==> config.mk <==
export PLATFORM = sky130hd
export DESIGN_NAME = hazard_ctrl
export DESIGN_NICKNAME = d
export VERILOG_FILES = /design/src/rtl/core_pkg.sv /design/src/rtl/hazard_sb_slot.sv /design/src/rtl/hazard_ctrl.sv
export SDC_FILE = /design/constraint.sdc
export NUM_CORES = 1
export LEC_CHECK = 0
export BUFFER_PORTS_ARGS = -buffer_cell sky130_fd_sc_hd__buf_2
export CAP_MARGIN = 5
export CORE_MARGIN = 3
export CORE_UTILIZATION = 30
export DETAILED_ROUTE_END_ITERATION = 12
export PLACE_DENSITY = 0.53
export SLEW_MARGIN = 40
export SYNTH_ARGS = -nofsm -noshare
export SYNTH_HDL_FRONTEND = slang
export SYNTH_SLANG_ARGS = --single-unit
==> constraint.sdc <==
create_clock -name clk -period 4.2 [get_ports clk]
set_clock_uncertainty 0.15 [all_clocks]
set_input_delay 0.84 -clock clk [delete_from_list [all_inputs] [get_ports clk]]
set_output_delay 0.84 -clock clk [all_outputs]
set_load 0.05 [all_outputs]
==> src/rtl/core_pkg.sv <==
// core_pkg: shared hazard-control types and constants.
// Forward-select encodings, scoreboard slot layout, register match helper.
package core_pkg;

  localparam logic [1:0] FW_RF  = 2'b00;
  localparam logic [1:0] FW_MEM = 2'b01;
  localparam logic [1:0] FW_WB  = 2'b10;

  localparam logic [4:0] REG_ZERO = 5'd0;

  typedef struct packed {
    logic       valid;
    logic       wr_en;
    logic [4:0] addr;
    logic       load;
  } sb_slot_t;

  localparam int SB_SLOT_W = $bits(sb_slot_t);
  localparam int SB_DEPTH  = 3;
  localparam int SB_EX     = 0;
  localparam int SB_MEM    = 1;
  localparam int SB_WB     = 2;

  function automatic logic sb_match(
    input sb_slot_t   s,
    input logic [4:0] r
  );
    return s.valid & s.wr_en &
           (s.addr == r) & (r != REG_ZERO);
  endfunction

endpackage

==> src/rtl/hazard_sb_slot.sv <==
// hazard_sb_slot: one scoreboard slot register with hold and invalidate.
// Ports: clk, rst, hold (freeze), inv (load empty slot), d, q.
module hazard_sb_slot
  import core_pkg::*;
(
  input  logic                 clk,
  input  logic                 rst,
  input  logic                 hold,
  input  logic                 inv,
  input  logic [SB_SLOT_W-1:0] d,
  output logic [SB_SLOT_W-1:0] q
);

  always_ff @(posedge clk) begin
    if (rst) begin
      q <= '0;
    end else if (!hold) begin
      q <= inv ? '0 : d;
    end
  end

endmodule

==> src/rtl/hazard_ctrl.sv <==
// hazard_ctrl: interlock/bypass control, EX/MEM/WB scoreboard, mul/div busy.
// In: ID decode info, mem_stall. Out: stalls, bubble, comp muxes, fw selects,
// muldiv_busy; HAZARD_PERF_EN adds stall_cyc_cnt and bubble_cnt.
module hazard_ctrl
  import core_pkg::*;
#(
  parameter int MULDIV_CYCLES = 32,
  parameter int CNT_W         = 6
) (
  input  logic       clk,
  input  logic       rst,
  input  logic       id_valid,
  input  logic [4:0] rs_id,
  input  logic [4:0] rt_id,
  input  logic       rs_used_id,
  input  logic       rt_used_id,
  input  logic       wr_en_id,
  input  logic [4:0] wr_addr_id,
  input  logic       load_id,
  input  logic       cmp_id,
  input  logic       jr_id,
  input  logic       muldiv_start_id,
  input  logic       hilo_read_id,
  input  logic       mem_stall,
  output logic       stall_if,
  output logic       stall_id,
  output logic       bubble_ex,
  output logic       reg_a_comp_mux,
  output logic       reg_b_comp_mux,
  output logic [1:0] fw_a_sel_ex,
  output logic [1:0] fw_b_sel_ex,
  output logic       muldiv_busy
`ifdef HAZARD_PERF_EN
  ,
  output logic [31:0] stall_cyc_cnt,
  output logic [31:0] bubble_cnt
`endif
);

  sb_slot_t   sb_d [SB_DEPTH];
  sb_slot_t   sb_q [SB_DEPTH];
  sb_slot_t   ex_s, mem_s;
  logic [CNT_W-1:0] cnt;

  logic rs_ex, rt_ex, rs_mem, rt_mem;
  logic load_use, cmp_dep, jr_dep, md_dep;
  logic hazard, md_accept;
  logic [1:0] fw_a_d, fw_b_d;

  assign sb_d[SB_EX] = '{valid: id_valid, wr_en: wr_en_id,
                         addr: wr_addr_id, load: load_id};

  // EX <- ID, MEM <- EX, WB <- MEM; whole chain frozen on mem_stall
  for (genvar i = 0; i < SB_DEPTH; i++) begin : g_sb
    if (i > 0) begin : g_chain
      assign sb_d[i] = sb_q[i-1];
    end
    hazard_sb_slot u_slot (
      .clk  (clk),
      .rst  (rst),
      .hold (mem_stall),
      .inv  ((i == SB_EX) ? bubble_ex : 1'b0),
      .d    (sb_d[i]),
      .q    (sb_q[i])
    );
  end

  assign ex_s  = sb_q[SB_EX];
  assign mem_s = sb_q[SB_MEM];

  assign rs_ex  = sb_match(ex_s, rs_id);
  assign rt_ex  = sb_match(ex_s, rt_id);
  assign rs_mem = sb_match(mem_s, rs_id);
  assign rt_mem = sb_match(mem_s, rt_id);

  assign muldiv_busy = (cnt != '0);

  // WB writers need no check: the regfile writes before it is read
  always_comb begin
    load_use = ex_s.load &
               ((rs_used_id & rs_ex) | (rt_used_id & rt_ex));
    cmp_dep  = cmp_id &
               ((rs_used_id & (rs_mem | (rs_ex & ex_s.load))) |
                (rt_used_id & (rt_mem | (rt_ex & ex_s.load))));
    jr_dep   = jr_id & (rs_ex | rs_mem);
    md_dep   = (hilo_read_id | muldiv_start_id) & muldiv_busy;
    hazard   = id_valid & (load_use | cmp_dep | jr_dep | md_dep);
  end

  assign stall_if  = hazard | mem_stall;
  assign stall_id  = hazard | mem_stall;
  assign bubble_ex = hazard & ~mem_stall;

  // branch compare in ID can take the ALU result still sitting in EX
  assign reg_a_comp_mux = cmp_id & rs_used_id & rs_ex & ~ex_s.load;
  assign reg_b_comp_mux = cmp_id & rt_used_id & rt_ex & ~ex_s.load;

  // ID-time EX slot will be in MEM when this instruction reaches EX
  always_comb begin
    fw_a_d = rs_ex ? FW_MEM : (rs_mem ? FW_WB : FW_RF);
    fw_b_d = rt_ex ? FW_MEM : (rt_mem ? FW_WB : FW_RF);
  end

  always_ff @(posedge clk) begin
    if (rst) begin
      fw_a_sel_ex <= FW_RF;
      fw_b_sel_ex <= FW_RF;
    end else if (!mem_stall) begin
      fw_a_sel_ex <= bubble_ex ? FW_RF : fw_a_d;
      fw_b_sel_ex <= bubble_ex ? FW_RF : fw_b_d;
    end
  end

  assign md_accept = muldiv_start_id & id_valid &
                     ~hazard & ~mem_stall;

  // countdown keeps running through memory stalls
  always_ff @(posedge clk) begin
    if (rst) begin
      cnt <= '0;
    end else if (md_accept) begin
      cnt <= CNT_W'(MULDIV_CYCLES);
    end else if (cnt != '0) begin
      cnt <= cnt - CNT_W'(1);
    end
  end

`ifdef HAZARD_PERF_EN
  always_ff @(posedge clk) begin
    if (rst) begin
      stall_cyc_cnt <= '0;
      bubble_cnt    <= '0;
    end else begin
      if (stall_if && (stall_cyc_cnt != '1))
        stall_cyc_cnt <= stall_cyc_cnt + 32'd1;
      if (bubble_ex && (bubble_cnt != '1))
        bubble_cnt <= bubble_cnt + 32'd1;
    end
  end
`endif

endmodule

==> flow_summary.ini <==
[cells_and_area]
syn2layout_area_growth_pct = 19.24
finalNonFillerCells = 239
layout_commonest_cell = buf_2
fill_cells = 463
final_cell_mix = buf_2 (36), dfxtp_1 (25), nor2_1 (15), xnor2_1 (15), nand2_1 (10)
nets = 216
drive_above_1_share_pct = 27.81
diodes = 0

[synthesis]
syn_nets = 180
post_synth_num_cell_types = 42
syn_avg_cell_area_um2 = 9.112
synth_edf_count = 0
synthFlopType = dfxtp_1
ys_seq_area_share_pct = 36.13
syn_area_um2 = 1385
synth_warnings = 0
synth-seq-cells = 25
async_flop_share_pct = 0
netlist_instances = 152

[routing]
vias = 1210
firstDrtPassIters = 6
vias_per_cell = 5.063
wl_per_cell_um = 14.29
drtIter0Drc = 51
drcViolationCount = 0
postRouteAntennaNets = 0
drt_wl_total_um = 3416

[global_route]
grt_pass1_wl_um = 5699
grt_max_degree = 18
overflow = 0
grt_pass1_vias = 1122
antenna_found_initial = 0
track_usage_pct = 13.77

[floorplan]
ioPinCount = 37
start_util_pct = 31.38
rows = 24
dieHeight_um = 73.95
fp.dieArea_um2 = 5468
die_x_um = 73.95
core_um2 = 4414

[sta]
finalSetupViolCount = 0
tightest_slew_ns = 0.5314
finalMaxSlewViolations = 0
max_clock_freq_mhz = 266.0
slew_headroom_pct = 64.42
period_needed_ns = 3.759
grt_setup_unrepaired = no
fin_setup_tns_ns = 0
final_hold_viol_count = 0
min_period_over_period_pct = 89.51
worst_slack_ns = 0.4408

[worst_setup_path]
crit_family = simple AND/OR/NAND/NOR gates
cp_num_buf_inv = 2
arrival_ns = 2.77
critPathLaunchType = input pin
path_class = in2out
crit_path_end_kind = primary output
slowest_delay_ns = 0.55
crit_slowest_cell = or4_4
crit_fanout = 6
crit_path_cell_trace = buf_2 > or4_4 > o21ai_2 > and3b_1 > o21ai_2 > a31oi_1 > or2_2 > buf_2
worst-endpoint-required_ns = 3.21

[power_and_ir_drop]
p_comb_share_pct = 41.3
power_frac_clock_pct = 18.6
p_int_uw = 480.5
peakVddDrop_mv = 0.2265
p_sw_share_pct = 38.27
p_sw_uw = 297.8
power-per-cell-area_nw_per_um2 = 471.3
p_seq_share_pct = 40.1
p_leak_uw = 0.0006917

[clock_network]
cts_setup_buffers = 0
cts-htree-levels = 1
postCtsHoldBufs = 0
cts-root-buf = clkbuf_8
cts_resized = 0
numCtsBuffers = 3
path_clk_slew_ns = 0.09
cts_sinks = 25
clk_latency_ns = 0.27
clk_path_buf_depth = 2
tritoncts = built

[placement]
place.port_buffers = 36
hpwl_um = 2674
pre_cts_ws_ns = 0.4374
place_congestion = 0.8205
place_inst = 235

[hold_path]
min_path_type = reg2reg

[run_status]
outcome = completed

[run]
max-cap-violations = 0
==> state kept, by name (all words and copies together) (netlist names) <==
name           count
cnt                6
fw_b_sel_ex        2
g_sb.u_slot.q     15
fw_a_sel_ex        2
==> power groups by stage <==
stage	Clock, uW	Sequential (uW)	Combinational (uW)
2_1_floorplan	0	309	254
3_3_place_gp	0	318	322
3_5_place_dp	0	318	322
4_1_cts	150	312	324
5_1_grt	160	319	364
6_report	145	312	322
==> routing by layer <==
| layer | routed length (um) | vias up | track usage [%] |
|---|---|---|---|
| li1 | - | 614 | - |
| met1 | 1650 | 560 | 18.88 |
| met2 | 1560 | 34 | 21.75 |
| met3 | 181 | 2 | 3.649 |
| met4 | 23 | 0 | 3.018 |
| met5 | 0 | - | 0 |
==> cell usage after synthesis (2+ instances only) <==
library cell  count  area, um2
nand3b_1          2      15.01
nand3_1           2      10.01
nor2_1           15      56.30
a21oi_1           4      20.02
dfxtp_1          25      500.5
a211oi_1          2      15.01
mux2i_1           8      80.08
nand2b_1          2      12.51
nand2_1          10      37.54
a22o_1            9      78.83
xnor2_1          15      131.4
nand4_1           4      25.02
o21ai_2           2      17.52
or4_4             2      22.52
o21ai_0           2      10.01
inv_1             5      18.77
or4_1             2      15.01
nor4_1            3      18.77
clkbuf_1          3      11.26
xor2_1            8      70.07
nor3_1            6      30.03
==> final cells by class <==
type	count	area (um2)	share of cell area, %
multi-input combinational	116	834.6	50.53
inverter	5	18.77	1.136
sequential	25	500.5	30.30
clock buffer	4	45.04	2.727
timing repair buffer	37	187.7	11.36
tap	52	65.06	3.939
==> worst paths after layout <==
| path | from | to | slack (ns) | cells past startpoint |
|---|---|---|---|---|
| max | rs_id[1] | stall_id | 0.44 | 8 |
| min | fw_b_sel_ex[1] | fw_b_sel_ex[1] | 0.30 | 2 |
| max reg2reg | g_sb[0].u_slot.q[5] | g_sb[0].u_slot.q[1] | 1.89 | 6 |
| min reg2reg | fw_b_sel_ex[1] | fw_b_sel_ex[1] | 0.30 | 2 |
==> worst min-delay path, delay by kind of cell, from the launching register on <==
| family | cells | cell delay (ns) |
|---|---|---|
| flip-flops | 1 | 0.32 |
| AND/OR/NAND/NOR | 1 | 0.05 |
| AO/OA/AOI/OAI | 1 | 0.05 |
==> per-stage QoR <==
stage	total power [uW]	area, um2	util (%)	hold slack (ns)
finish	778.3	1652	37.42	0.3008
global route	842.4	1652	37.42	0.3310
CTS	786.4	1652	37.42	0.3021
detailed placement	640.2	1607	36.39	0.2886
global placement	640.8	1604	36.34	0.2924
floorplan	562.8	1385	-	0.3184
==> logic make-up (layout without fill, tap and decap cells) <==
kind of cell | count (synthesis) | after routing | share of synthesized area, %
and+or+nand+nor | 59 | 59 | 24.21
AOI/OAI and AO/OA | 25 | 25 | 14.63
DFF | 25 | 25 | 36.13
xor gates and xnor gates | 23 | 23 | 14.54
buffers and inverters | 11 | 46 | 3.794
muxes | 8 | 8 | 5.782
adders and majority gates | 1 | 1 | 0.9032
(Power assumes the default switching activity.)
